--- config.mk ---
export PLATFORM = sky130hd
export DESIGN_NAME = id_ex_stage
export DESIGN_NICKNAME = d
export VERILOG_FILES = /design/src/rtl/mips_pkg.sv /design/src/rtl/hazard_unit.sv /design/src/rtl/id_ex_stage.sv
export SDC_FILE = /design/constraint.sdc
export NUM_CORES = 1
export LEC_CHECK = 0
export ABC_AREA = 0
export CAP_MARGIN = 40
export CORE_MARGIN = 8
export CORE_UTILIZATION = 33
export DETAILED_ROUTE_END_ITERATION = 10
export PLACE_DENSITY = 0.77
export SYNTH_ARGS = -nofsm -noshare
export SYNTH_HDL_FRONTEND = slang
export SYNTH_SLANG_ARGS = --single-unit
export TNS_END_PERCENT = 20
--- constraint.sdc ---
create_clock -name clk -period 2.8 [get_ports clk]
set_input_delay 0.42 -clock clk [delete_from_list [all_inputs] [get_ports clk]]
set_output_delay 0.42 -clock clk [all_outputs]
set_load 0.01 [all_outputs]
--- src/rtl/mips_pkg.sv ---
// Shared MIPS pipeline definitions: widths, control-bundle bit map, bubble value, opcodes.
// Latency: n/a (declarations only).
// Backpressure: n/a (declarations only).
package mips_pkg;

    // Datapath, register-specifier and control-bundle widths
    localparam int DW = 32;
    localparam int RW = 5;
    localparam int CW = 12;

    // Control bundle bit positions
    localparam int CTL_SIGN     = 0;
    localparam int CTL_JUMP_N   = 1;   // active-low jump
    localparam int CTL_ALUSRC   = 2;
    localparam int CTL_ALUOP_LO = 3;
    localparam int CTL_ALUOP_HI = 5;
    localparam int CTL_REGDST   = 6;
    localparam int CTL_MEMWRITE = 7;
    localparam int CTL_MEMREAD  = 8;
    localparam int CTL_BRANCH   = 9;
    localparam int CTL_REGWRITE = 10;
    localparam int CTL_MEMTOREG = 11;

    // Everything off; Jump_n held high so a bubble never looks like a jump
    localparam logic [CW-1:0] BUBBLE_CTRL = 12'b0000_0000_0010;

    // Primary opcodes shared with the control decoder
    typedef enum logic [5:0] {
        OP_RTYPE = 6'h00,
        OP_J     = 6'h02,
        OP_JAL   = 6'h03,
        OP_BEQ   = 6'h04,
        OP_BNE   = 6'h05,
        OP_ADDI  = 6'h08,
        OP_ADDIU = 6'h09,
        OP_SLTI  = 6'h0A,
        OP_ANDI  = 6'h0C,
        OP_ORI   = 6'h0D,
        OP_LUI   = 6'h0F,
        OP_LW    = 6'h23,
        OP_SW    = 6'h2B
    } opcode_e;

endpackage

--- src/rtl/hazard_unit.sv ---
// Load-use hazard detector: a load in EX whose destination feeds a source of the ID instruction.
// Latency: purely combinational, 0 cycles.
// Backpressure: none itself; the caller turns hazard into a stall.
// Ports: ex_valid/ex_memread/ex_rt describe the EX instruction; id_valid/id_rs/id_rt the ID one;
//        hazard is high when ID must wait one cycle for the load result.
module hazard_unit
    import mips_pkg::*;
#(
    parameter int RW_P = RW
) (
    input  logic            ex_valid,
    input  logic            ex_memread,
    input  logic [RW_P-1:0] ex_rt,
    input  logic            id_valid,
    input  logic [RW_P-1:0] id_rs,
    input  logic [RW_P-1:0] id_rt,
    output logic            hazard
);

    // $zero is never a real dependency, so a load targeting r0 cannot cause a stall
    assign hazard = ex_valid & ex_memread & (ex_rt != '0) & id_valid
                  & ((ex_rt == id_rs) | (ex_rt == id_rt));

endmodule

--- src/rtl/id_ex_stage.sv ---
// ID/EX pipeline register with load-use stall, bubble injection, flush and bubble counter.
// Latency: 1 cycle ID -> EX; stall is combinational from current EX state and ID inputs.
// Backpressure: stall holds PC and IF/ID for one cycle on a load-use hazard while a bubble enters EX.
// Ports: clk/rst (sync, active-high); id_* from decoder/register file; flush kills the ID
//        instruction; stall to upstream; ex_* registered EX-stage values; bubble_cnt saturating count.
module id_ex_stage
#(
    parameter int DW   = 32,
    parameter int RW   = 5,
    parameter int CW   = 12,
    parameter int CNTW = 16
) (
    input  logic            clk,
    input  logic            rst,
    input  logic            id_valid,
    input  logic [CW-1:0]   id_ctrl,
    input  logic [DW-1:0]   id_pc4,
    input  logic [DW-1:0]   id_rs_data,
    input  logic [DW-1:0]   id_rt_data,
    input  logic [15:0]     id_imm16,
    input  logic [RW-1:0]   id_rs,
    input  logic [RW-1:0]   id_rt,
    input  logic [RW-1:0]   id_rd,
    input  logic            flush,
    output logic            stall,
    output logic            ex_valid,
    output logic [CW-1:0]   ex_ctrl,
    output logic [DW-1:0]   ex_pc4,
    output logic [DW-1:0]   ex_rs_data,
    output logic [DW-1:0]   ex_rt_data,
    output logic [DW-1:0]   ex_imm,
    output logic [RW-1:0]   ex_rs,
    output logic [RW-1:0]   ex_rt,
    output logic [RW-1:0]   ex_rd,
    output logic [CNTW-1:0] bubble_cnt
);

    import mips_pkg::*;

    logic            ex_valid_q,   ex_valid_d;
    logic [CW-1:0]   ex_ctrl_q,    ex_ctrl_d;
    logic [DW-1:0]   ex_pc4_q,     ex_pc4_d;
    logic [DW-1:0]   ex_rs_data_q, ex_rs_data_d;
    logic [DW-1:0]   ex_rt_data_q, ex_rt_data_d;
    logic [DW-1:0]   ex_imm_q,     ex_imm_d;
    logic [RW-1:0]   ex_rs_q,      ex_rs_d;
    logic [RW-1:0]   ex_rt_q,      ex_rt_d;
    logic [RW-1:0]   ex_rd_q,      ex_rd_d;
    logic [CNTW-1:0] bubble_cnt_q, bubble_cnt_d;

    logic hazard;
    logic cnt_inc;
    logic [DW-1:0] imm_ext;

    hazard_unit #(
        .RW_P (RW)
    ) u_hazard (
        .ex_valid   (ex_valid_q),
        .ex_memread (ex_ctrl_q[CTL_MEMREAD]),
        .ex_rt      (ex_rt_q),
        .id_valid   (id_valid),
        .id_rs      (id_rs),
        .id_rt      (id_rt),
        .hazard     (hazard)
    );

    // A flush already discards the ID instruction, so holding upstream would be pointless
    assign stall = hazard & ~flush & ~rst;

    // Sign bit of the control bundle selects sign- vs zero-extension
    assign imm_ext = id_ctrl[CTL_SIGN] ? {{(DW-16){id_imm16[15]}}, id_imm16}
                                       : {{(DW-16){1'b0}}, id_imm16};

    always_comb begin
        // Default: load a bubble and keep the counter
        ex_valid_d   = 1'b0;
        ex_ctrl_d    = CW'(BUBBLE_CTRL);
        ex_pc4_d     = '0;
        ex_rs_data_d = '0;
        ex_rt_data_d = '0;
        ex_imm_d     = '0;
        ex_rs_d      = '0;
        ex_rt_d      = '0;
        ex_rd_d      = '0;
        bubble_cnt_d = bubble_cnt_q;
        cnt_inc      = 1'b0;

        if (rst) begin
            bubble_cnt_d = '0;
        end else if (flush) begin
            // Only a killed real instruction counts as a lost slot
            cnt_inc = id_valid;
        end else if (hazard) begin
            cnt_inc = 1'b1;
        end else if (id_valid) begin
            // Control passes through untouched, even for unsupported opcodes
            ex_valid_d   = 1'b1;
            ex_ctrl_d    = id_ctrl;
            ex_pc4_d     = id_pc4;
            ex_rs_data_d = id_rs_data;
            ex_rt_data_d = id_rt_data;
            ex_imm_d     = imm_ext;
            ex_rs_d      = id_rs;
            ex_rt_d      = id_rt;
            ex_rd_d      = id_rd;
        end

        // Saturate rather than wrap so a long run never reads as a small count
        if (cnt_inc && (bubble_cnt_q != {CNTW{1'b1}})) begin
            bubble_cnt_d = bubble_cnt_q + CNTW'(1);
        end
    end

    always_ff @(posedge clk) begin
        ex_valid_q   <= ex_valid_d;
        ex_ctrl_q    <= ex_ctrl_d;
        ex_pc4_q     <= ex_pc4_d;
        ex_rs_data_q <= ex_rs_data_d;
        ex_rt_data_q <= ex_rt_data_d;
        ex_imm_q     <= ex_imm_d;
        ex_rs_q      <= ex_rs_d;
        ex_rt_q      <= ex_rt_d;
        ex_rd_q      <= ex_rd_d;
        bubble_cnt_q <= bubble_cnt_d;
    end

    assign ex_valid   = ex_valid_q;
    assign ex_ctrl    = ex_ctrl_q;
    assign ex_pc4     = ex_pc4_q;
    assign ex_rs_data = ex_rs_data_q;
    assign ex_rt_data = ex_rt_data_q;
    assign ex_imm     = ex_imm_q;
    assign ex_rs      = ex_rs_q;
    assign ex_rt      = ex_rt_q;
    assign ex_rd      = ex_rd_q;
    assign bubble_cnt = bubble_cnt_q;

endmodule

### Word-level counts from Yosys, hierarchy flattened

Cells that the tools add are included.

* register bits: 157
* input port bits: 143
* output and inout port bits: 173
* logic and storage cells: 38

* $add $sub $neg: 1
* equality and inequality tests: 3
* muxes and demuxes: 6
* bitwise gates (word level): 11
* reduce and logical (&&, ||, !) cells: 6

Operators with widths (number)
* $mux 16: 2
* $add 16x1->16 const B: 1
* $ne 16x16->1 const B: 1
* $eq 5x5->1: 2
* $and 1x1->1: 6
* $reduce_bool 5->1: 1
* $reduce_or 5->1: 1
* $mux 1: 4
* $not 1->1: 4
* $reduce_or 4->1: 1
* $reduce_or 3->1: 1
* $reduce_bool 2->1: 1
* $logic_and 1x1->1: 1
* $or 1x1->1: 1

### Longest topological paths before layout

* word-level depth: 9
* gate-level depth with buffers: 7
* depth with buffers taken out: 6

### Modules after synthesis

A second synthesis with hierarchy kept.

* cells, all modules: 410
* area total of the unflattened synthesis: 4924.7 um^2

Modules (own cells, without submodules)
* id_ex_stage: times used 1, cells an instance 393, area each 4795.8 um^2, seq. area each 3303.2 um^2
* hazard_unit: times used 1, cells an instance 17, area each 128.9 um^2, seq. area each 0.0 um^2

### Worst setup path before layout

OpenSTA, ideal clock, no wires.

* path type: register -> register
* from: reg bubble_cnt_q[0], in the netlist bubble_cnt[0]
* to: reg bubble_cnt_q[0], in the netlist bubble_cnt[0], enable pin
* setup time: 0.415 ns
* arrival time: 2.618 ns
* data required time: 2.385 ns
* path slack: -0.233 ns
* stages on the path, launching flop included: 7
* buffers on the path: 0
* clock period less this slack: 3.033 ns
* path through: edfxtp_1 > ha_1 > nand3_1 > nor2_1 > nand4_1 > clkinv_1 > o31ai_1

* longest elaborated chain between the ends: 3

RTL lines
* from (decl): line id_ex_stage.sv:49 `logic [CNTW-1:0] bubble_cnt_q, bubble_cnt_d;`
* from (signal assigned): line id_ex_stage.sv:124 `bubble_cnt_q <= bubble_cnt_d;`
* $ne 16x16->1: line id_ex_stage.sv:109 `if (cnt_inc && (bubble_cnt_q != {CNTW{1'b1}})) begin`
* $logic_and 1x1->1: line id_ex_stage.sv:109
* $reduce_bool 2->1 (no source line)

No other way between the ends.
A chain may end at the register's enable or synchronous reset.

### Worst setup path in the final report

Ends and elaborated chain as after synthesis.

==> metrics.csv <==
metric,value,unit
Post-synth EDFFs,16,
Root Buffer,clkbuf_16,
XOR/XNOR Fraction of Synth Area,4.22,%
syn_area_per_cell,12.1,µm²
Die Span Y,139,µm
GR Layer Usage met1,14.3,%
maximum VDD drop,425,µV
Final Hold Violating Endpoints,0,
crit path cell chain,ha_1 -> nand3_1 -> nor2_1 -> nand4_1 -> clkinv_1 -> o31ai_2 -> buf_4,
share of post-route cells with drive strength above 1,5.46,%
r2r endpoint,bubble_cnt[0]$_SDFFCE_PN0P_,
Yosys warnings,0,
Congestion Overflow GR,0,
area grow syn2layout,76.4,%
Crit path arrival time,2450,ps
Core Area,15000,µm²
post-DP HPWL,12400,µm
Fmax achieved,424,MHz
CTS resizes,0,
sequential share of the synthesized area,66.3,%
Period minus WS final,2360,ps
ANT cells,0,
top-area cell type share of the netlist area,56.6,%
Layout Nets,864,
unique cell type count in the Yosys netlist,26,
Final GP Congestion,0.801,
Hold Path Depth,2,
max-slew violations,0,
setup repair bufs after CTS,0,
RSZ-0062 raised after global routing,no,
"Primary FF master, synth",dfxtp_1,
met3 usage in global routing,10.0,%
CP max stage cell,edfxtp_1,
Hold Startpoint,id_rs_data[13],
largest net degree at the start of global routing,78,
critical path startpoint category,flip-flop,
vias,3908,
status,"finished, final reports clean",
Hold EP,ex_rs_data[13]$_SDFF_PP0_,
DRT antenna net count,0,
Netlist Area Pre-Place,4980,µm²
largest family of logic cells by synthesized area,simple AND/OR/NAND/NOR gates,
# setup viols final,0,
initial antenna violation count,0,
syn nets,557,
Slew @ Worst Pin,455,ps
Clock Pin Slew Worst Setup and Hold Paths,60,ps
DRC violation count after routing,0,
CTS tree,yes,
Post-Synthesis Cells,413,
Max Cap Violations,0,
global-route usage over all layers,15.8,%
Setup crit end kind,flip-flop,
worst r2r src,bubble_cnt[0]$_SDFFCE_PN0P_,
post-synthesis compound-gate area fraction,1.61,%
clock sinks,157,
CTS buffer count,17,
Worst Path Required,2890,ps
port bufs,315,
final WL,15600,µm
clock buffer depth,2,
M2 GR Usage,28.3,%
placement row count,45,
synthesized flop and latch total,157,
WHS,563,ps
IO Pins,316,
TNS Setup,0,ps
vias per cell,4.24,
"slowest stage delay, CP",470,ps
synth top area cells,"dfxtp_1, and2_1, edfxtp_1",
adder-cell share of the synthesized area,0.251,%
min-delay worst type,primary input to flip-flop,
Final period util,84.1,%
first-pass GRT wire length,23600,µm
total die area,19300,µm²
post-synthesis simple-gate area fraction,22.3,%
clk_lat worst skew,410,ps
crit path kind,flip-flop to flip-flop,
R2R setup slack,440,ps
CTS Hold Bufs,0,
busiest layer in global routing,met2,
pwr dens,596,nW/µm²
htree depth,4,
DR WL/cell,16.9,µm
Leakage,3.38,nW
R2R cell count,7,
clk_skew,14.7,ps
Synth async-reset ratio,0,%
initial drt markers,138,
Slew HR,69.4,%
"Max FO, Critical Path",16,
die width,139,µm
mux contribution to synthesized area,0,%
initial core utilization,33.3,%
leading area contributor after synthesis,dfxtp_1,
vias in the first global route,4249,
Pre-Repair DR Iteration Count,4,
## cells in the final DEF, fill, tap and decap left out, drive strengths merged, types with 2 or more instances in the layout
cell type,count
a21oi,2
a31oi,2
and2,138
and3,7
buf,5
bufinv,3
clkbuf,20
clkdlybuf4s50,314
clkinv,7
dfxtp,141
edfxtp,16
inv,3
nand2,9
nand3,8
nand4,2
nor2,15
nor3,10
xnor2,19
xor2,5
## state kept, by name (all words and copies together), names as in the netlist
signal,flops
ex_valid,1
ex_rs,5
ex_pc4,32
ex_rd,5
ex_ctrl,12
ex_rs_data,32
ex_imm,17
bubble_cnt,16
ex_rt,5
ex_rt_data,32
## synthesized netlist by cell type, types with 2 or more instances
library cell	number
and2_1	138
and3_1	7
buf_2	2
buf_4	16
buf_6	10
clkbuf_1	4
dfxtp_1	141
edfxtp_1	16
nand2_1	9
nand3_1	8
nand4_1	2
nor2_1	15
nor3_1	10
xnor2_1	19
xor2_1	5
## report_power, final
part / switching (mW) / internal (mW) / leakage, nW
sequential: 0.0358 / 2.34 / 1.32
clock: 0.907 / 1.47 / 0.300
combinational: 0.156 / 0.337 / 1.76
total: 1.10 / 4.14 / 3.38
## through the flow
stage	worst slack (ps)	std cells	utilization [%]	area (µm²)	total power [mW]
2_1_floorplan	254	413	-	4990	2.56
3_3_place_gp	97.7	889	54.6	8170	2.91
3_5_place_dp	62.1	889	54.6	8170	2.92
4_1_cts	55.7	921	58.7	8790	5.31
5_1_grt	274	921	58.7	8790	5.43
6_report	444	921	58.7	8790	5.24
## worst max-delay path, delay by kind of cell, from the launching register on
| family | cells | cell delay (ps) |
|---|---|---|
| DFF | 1 | 470 |
| adders and majority gates | 1 | 270 |
| and+or+nand+nor | 3 | 470 |
| AOI/OAI and AO/OA | 1 | 280 |
| buffers and inverters | 2 | 560 |
## how the worst max path moves through the flow
stage                                            from                      endpoint  slack [ps]  cells after the start
final                     bubble_cnt[0]$_SDFFCE_PN0P_   bubble_cnt[0]$_SDFFCE_PN0P_         440                      7
after global routing      bubble_cnt[0]$_SDFFCE_PN0P_  bubble_cnt[15]$_SDFFCE_PN0P_         270                      7
after CTS                                    id_rs[0]                         stall          60                      7
after detailed placement                     id_rs[0]                         stall          60                      7
after global placement                       id_rs[0]                         stall         100                      7
after floorplan           bubble_cnt[0]$_SDFFCE_PN0P_   bubble_cnt[0]$_SDFFCE_PN0P_         250                      6
## cells by family (layout without fill, tap and decap cells)
family	Yosys count	in the layout
AO/OA/AOI/OAI	6	6
XOR/XNOR	24	24
adder cells (fa/ha/maj)	1	1
buffers and inverters	34	354
flip-flops	157	157
AND/OR/NAND/NOR	191	191
## final cells by class
type                            instances  area (µm²)
Sequential cell                       157        3300
Tap cell                              188         235
Inverter                                2        7.51
Clock buffer                           20         458
Clock inverter                         12         160
Multi-Input combinational cell        222        1420
Fill cell                            1203        6190
Timing Repair Buffer                  320        3210
## layer usage
| metal | routed length, µm | vias up |
|---|---|---|
| met5 | 0 | - |
| li1 | - | 1895 |
| met2 | 7920 | 201 |
| met1 | 5440 | 1795 |
| met4 | 257 | 0 |
| met3 | 1940 | 17 |
No activity file was read; power rests on OpenSTA's default activity.
